`src/rtl/vga_info_arbiter.sv`:
```
// vga_info RAM port arbiter: posted CPU writes, CPU reads,
// VGA fetch priority with a starvation guard for the CPU.
module vga_info_arbiter #(
  parameter int ADDR_W     = 12,
  parameter int DATA_W     = 8,
  parameter int WBUF_DEPTH = 4,
  parameter int STARVE_MAX = 8
) (
  input  logic                              clock,
  input  logic                              reset,
  input  logic                              cpu_req,
  input  logic                              cpu_we,
  input  logic [ADDR_W-1:0]                 cpu_addr,
  input  logic [DATA_W-1:0]                 cpu_wdata,
  output logic                              cpu_ready,
  output logic                              cpu_rvalid,
  output logic [DATA_W-1:0]                 cpu_rdata,
  input  logic                              vga_req,
  input  logic [ADDR_W-1:0]                 vga_addr,
  output logic                              vga_gnt,
  output logic                              vga_rvalid,
  output logic [DATA_W-1:0]                 vga_rdata,
  output logic                              ram_en,
  output logic                              ram_we,
  output logic [ADDR_W-1:0]                 ram_addr,
  output logic [DATA_W-1:0]                 ram_wdata,
  input  logic [DATA_W-1:0]                 ram_rdata,
  output logic [$clog2(WBUF_DEPTH+1)-1:0]   wbuf_level
);

  localparam int LVL_W = $clog2(WBUF_DEPTH + 1);
  localparam int PTR_W = $clog2(WBUF_DEPTH);
  localparam int CNT_W = $clog2(STARVE_MAX + 1);

  logic [ADDR_W-1:0] wb_addr [WBUF_DEPTH];
  logic [DATA_W-1:0] wb_data [WBUF_DEPTH];

  logic [LVL_W-1:0]  level_q;
  logic [PTR_W-1:0]  wr_ptr_q;
  logic [PTR_W-1:0]  rd_ptr_q;
  logic              rd_pend_q;
  logic [ADDR_W-1:0] rd_addr_q;
  logic [CNT_W-1:0]  starve_q;
  logic              ret_v_q;
  logic              ret_cpu_q;
  logic [DATA_W-1:0] cpu_rdata_q;
  logic [DATA_W-1:0] vga_rdata_q;

  logic wb_full;
  logic wb_empty;
  logic cpu_work;
  logic starved;
  logic cpu_gnt;
  logic wr_acc;
  logic rd_acc;
  logic push;
  logic pop;

  assign wb_full  = (level_q == LVL_W'(WBUF_DEPTH));
  assign wb_empty = (level_q == '0);
  assign cpu_work = ~wb_empty | rd_pend_q;
  assign starved  = (starve_q == CNT_W'(STARVE_MAX));

  // No traffic is started while reset is held.
  assign cpu_gnt = ~reset & cpu_work & (~vga_req | starved);
  assign vga_gnt = ~reset & ~cpu_gnt & vga_req;

  // Reads wait for an empty buffer so earlier posted writes land first.
  assign wr_acc = ~reset & cpu_req & cpu_we & ~wb_full;
  assign rd_acc = ~reset & cpu_req & ~cpu_we & wb_empty & ~rd_pend_q;

  assign cpu_ready  = wr_acc | rd_acc;
  assign push       = wr_acc;
  assign pop        = cpu_gnt & ~rd_pend_q;
  assign wbuf_level = level_q;

  always_comb begin
    ram_en    = 1'b0;
    ram_we    = 1'b0;
    ram_addr  = '0;
    ram_wdata = '0;
    unique case (1'b1)
      cpu_gnt & rd_pend_q: begin
        ram_en   = 1'b1;
        ram_addr = rd_addr_q;
      end
      cpu_gnt & ~rd_pend_q: begin
        ram_en    = 1'b1;
        ram_we    = 1'b1;
        ram_addr  = wb_addr[rd_ptr_q];
        ram_wdata = wb_data[rd_ptr_q];
      end
      vga_gnt: begin
        ram_en   = 1'b1;
        ram_addr = vga_addr;
      end
      default: ;
    endcase
  end

  always_ff @(posedge clock) begin
    if (push) begin
      wb_addr[wr_ptr_q] <= cpu_addr;
      wb_data[wr_ptr_q] <= cpu_wdata;
    end
  end

  always_ff @(posedge clock) begin
    if (reset) begin
      level_q   <= '0;
      wr_ptr_q  <= '0;
      rd_ptr_q  <= '0;
      rd_pend_q <= 1'b0;
      rd_addr_q <= '0;
      starve_q  <= '0;
    end else begin
      if (push) wr_ptr_q <= wr_ptr_q + PTR_W'(1);
      if (pop)  rd_ptr_q <= rd_ptr_q + PTR_W'(1);
      level_q <= level_q + LVL_W'(push) - LVL_W'(pop);
      if (rd_acc) begin
        rd_pend_q <= 1'b1;
        rd_addr_q <= cpu_addr;
      end else if (cpu_gnt & rd_pend_q) begin
        rd_pend_q <= 1'b0;
      end
      if (cpu_gnt | ~cpu_work)
        starve_q <= '0;
      else if (~starved)
        starve_q <= starve_q + CNT_W'(1);
    end
  end

  // Return tag: which requester owns the read data of the next cycle.
  always_ff @(posedge clock) begin
    if (reset) begin
      ret_v_q     <= 1'b0;
      ret_cpu_q   <= 1'b0;
      cpu_rdata_q <= '0;
      vga_rdata_q <= '0;
    end else begin
      ret_v_q   <= ram_en & ~ram_we;
      ret_cpu_q <= cpu_gnt & rd_pend_q;
      if (cpu_rvalid) cpu_rdata_q <= ram_rdata;
      if (vga_rvalid) vga_rdata_q <= ram_rdata;
    end
  end

  assign cpu_rvalid = ~reset & ret_v_q & ret_cpu_q;
  assign vga_rvalid = ~reset & ret_v_q & ~ret_cpu_q;
  assign cpu_rdata  = cpu_rvalid ? ram_rdata : cpu_rdata_q;
  assign vga_rdata  = vga_rvalid ? ram_rdata : vga_rdata_q;

endmodule

```
`config.mk`:
```
export PLATFORM = sky130hd
export DESIGN_NAME = vga_info_arbiter
export DESIGN_NICKNAME = d
export VERILOG_FILES = /design/src/rtl/vga_info_arbiter.sv
export SDC_FILE = /design/constraint.sdc
export NUM_CORES = 1
export LEC_CHECK = 0
export ABC_AREA = 1
export BUFFER_PORTS_ARGS = -buffer_cell sky130_fd_sc_hd__buf_4
export CAP_MARGIN = 20
export CELL_PAD_IN_SITES_DETAIL_PLACEMENT = 1
export CELL_PAD_IN_SITES_GLOBAL_PLACEMENT = 1
export CORE_MARGIN = 5
export CORE_UTILIZATION = 40
export DETAILED_ROUTE_END_ITERATION = 8
export GPL_ROUTABILITY_DRIVEN = 0
export HOLD_SLACK_MARGIN = 0.05
export PLACE_DENSITY = 0.8
export SYNTH_ARGS = -nofsm -noshare
export SYNTH_HDL_FRONTEND = slang
export SYNTH_SLANG_ARGS = --single-unit
```
`constraint.sdc`:
```
create_clock -name clock -period 3.06 [get_ports clock]
set_input_delay 0.459 -clock clock [delete_from_list [all_inputs] [get_ports clock]]
set_output_delay 0.459 -clock clock [all_outputs]
set_load 0.02 [all_outputs]
```
==> results.md <==
* Status: completed
* Critical Path End: ram_addr[8]
* Nets at 685
* Global-route usage over all layers at 20.2%
* Vias in the first global route at 4,661
* Worst IR Drop VDD at 0.438 mV
* Post-CTS Hold Fix Bufs at 0
* Synth area leader: edfxtp_1
* P_leak at 2.87 nW
* CP max FO at 13
* CP Class: reg -> out
* Setup-failing EPs final at 0
* Commonest non-fill, non-tap cell in the layout: buf_4
* Clock skew at 0.00818 ns
* Clock Sinks at 124
* Fin cells at 820
* DRT iter0 DRCs at 323
* Seq/Total Area, Yosys at 62.2%
* Slew @ Worst Pin at 0.925 ns
* Max Freq at 0.355 GHz
* Top post-synthesis cells by area: edfxtp_1 46%, dfxtp_1 17%, nor2_1 5.3%, nand3_1 5.1%, nand2_1 4.8%
* Reg2reg end: wbuf_level[2]
* Hold Crit Class: in -> reg
* Worst-skew pair later-pin latency at 0.43 ns
* Tmin final at 2.82 ns
* Post-synthesis instance area at 5280 um^2
* Register-to-register path setup slack at 0.39 ns
* R2R depth at 14
* Post-layout util at 52.3%
* Initial Utilization at 40.3%
* Final WL at 15,500 um
* Syn Nets at 589
* Area share of the largest cell type after synthesis at 45.5%
* PortBufs at 89
* Critical path startpoint category: flop
* DR vias at 4,218
* Sw frac at 27.8%
* Initial DRT Pass Iterations at 4
* Critical Path AT at 2.36 ns
* Die width at 125 um
* Sequential share of power at 36.5%
* First-pass GRT wire length at 24,500 um
* Detailed-route DRC error count at 0
* Yosys reg bits at 124
* # diodes at 0
* Rows at 42
* Total CTS buffers at 17
* Leading cell types in the layout, fill and taps excluded: 104 x buf_4, 80 x edfxtp_1, 70 x nor2_1
* Slew Viols, Final at 0
* Final HPWL DP at 9910 um
* Headroom to the max-slew limit at 38.3%
* Crit end category: primary output
* PwrDens at 776 nW/um^2
* Synth Instances at 535
* Clock buffer depth at 2
* Synth-to-Final Area Change at 29.7%
* Largest net degree at the start of global routing at 41
* Die Y at 125 um
* Synth unique cells at 28
* TritonCTS clock tree: yes
* Drt via density at 5.14
* Worst Setup SP: starve_q[0]
* Worst r2r src: starve_q[0]
* Per-cell routed wire length at 18.9 um
* Root Buffer: clkbuf_16
* NetSw at 1.48 mW
* Yosys warns at 0
* H-tree level count at 4
* GRT overflow at 0
* IO Pins at 90
* Core ar. at 13,100 um^2
* Clock Pin Slew Worst Setup and Hold Paths at 0.06 ns
* Hold slack final at 0.241 ns
* Die ar. at 15,600 um^2
* Final number of hold-violating endpoints at 0
* Internal power at 3.83 mW
* Setup TNS at 0 ns
* RSZ-0062 raised after global routing: false
* Remaining antenna violation count at 0
* Layout cell share with drive strength beyond 1 at 23.3%
* Clock share of power at 44.0%
* Dpl cells at 788
* CP required at 2.60 ns
* Combinational power share at 19.5%
* Avg Inst Size Synth at 9.86 um^2
* Initial antenna violation count at 0
* Period utilization at 92.2%
* Max Cap Viol at 0
-- cell families after synthesis --
logic type | share of synthesized area [%]
and+or+nand+nor | 16.5
buffers and inverters | 7.52
DFF | 62.2
xor gates and xnor gates | 0.664
AOI/OAI and AO/OA | 10.8
adders and majority gates | 2.28
-- per-layer routing --
metal | vias to the layer above | GRT usage, % | part of all wire, %
met2 | 124 | 34.6 | 50
met4 | 0 | 7.91 | 2.4
li1 | 2001 | - | -
met1 | 2066 | 23.6 | 42
met3 | 27 | 6.17 | 5.0
met5 | - | 0 | 0
-- power groups by stage --
stage | Sequential [mW] | Combinational [mW] | Clock, mW
floorplan | 1.97 | 0.602 | 0
global placement | 1.97 | 0.977 | 0
detailed placement | 1.97 | 1.02 | 0
CTS | 1.94 | 1.04 | 2.35
global route | 1.95 | 1.13 | 2.43
finish | 1.94 | 1.04 | 2.34
-- per-stage QoR --
| stage | area, um^2 | total power [mW] | worst slack, ns |
|---|---|---|---|
| 6_report | 6840 | 5.31 | 0.239 |
| 5_1_grt | 6840 | 5.51 | 0.0460 |
| 4_1_cts | 6840 | 5.33 | 0.163 |
| 3_5_place_dp | 6160 | 2.99 | 0.437 |
| 3_3_place_gp | 6160 | 2.94 | 0.545 |
| 2_1_floorplan | 5280 | 2.58 | 0.582 |
-- synth_stat cells (all sizes together) --
cell type and number:
edfxtp 80, nor2 75, nand2 69, inv 67, nand3 55, dfxtp 44
o21ai 43, a21oi 29, a211oi 16, clkbuf 16, buf 12, o22ai 12
ha 8, nand4 3, xnor2 2, xor2 2, fa 1, nor3 1
-- state kept, by name, indices dropped and copies added (netlist names), 2 cells and up, named ones only --
name         cells
wbuf_level       3
starve_q         4
wb_data         32
wb_addr         48
rd_ptr_q         2
wr_ptr_q         2
rd_addr_q       12
vga_rdata_q      8
cpu_rdata_q      8
-- worst max-delay path, cell delays in order, from the launching register on --
cell and delay (ns):
dfxtp_1 0.34, inv_1 0.08, ha_1 0.17, nand3_1 0.18, a21oi_2 0.67, nand3_1 0.19, nand3_1 0.15, buf_4 0.15
-- worst min-delay path by stage --
| stage | cells after the start | from | slack (ns) | end |
|---|---|---|---|---|
| 2_1_floorplan | 1 | starve_q[0] | 0.43 | starve_q[0] |
| 3_3_place_gp | 1 | starve_q[0] | 0.44 | starve_q[0] |
| 3_5_place_dp | 2 | rd_addr_q[11] | 0.46 | rd_addr_q[11] |
| 4_1_cts | 1 | cpu_wdata[4] | 0.22 | wb_data[0][4] |
| 5_1_grt | 1 | cpu_wdata[0] | 0.23 | wb_data[0][0] |
| 6_report | 1 | cpu_wdata[0] | 0.24 | wb_data[0][0] |
-- layout make-up --
type / instances / area [um^2]
inverter: 67 / 251
timing repair buffer: 105 / 801
multi-input combinational: 316 / 1610
tap: 176 / 220
sequential: 124 / 3280
fill: 1436 / 6240
clock buffer: 20 / 437
clock inverter: 12 / 243
-- repair_timing --
action / in CTS / in global routing
resized for setup: 0 / 1
endpoints found under the setup margin: 0 / 2
buffers inserted: 0 / 0
Power figures use the tool's default switching activity.
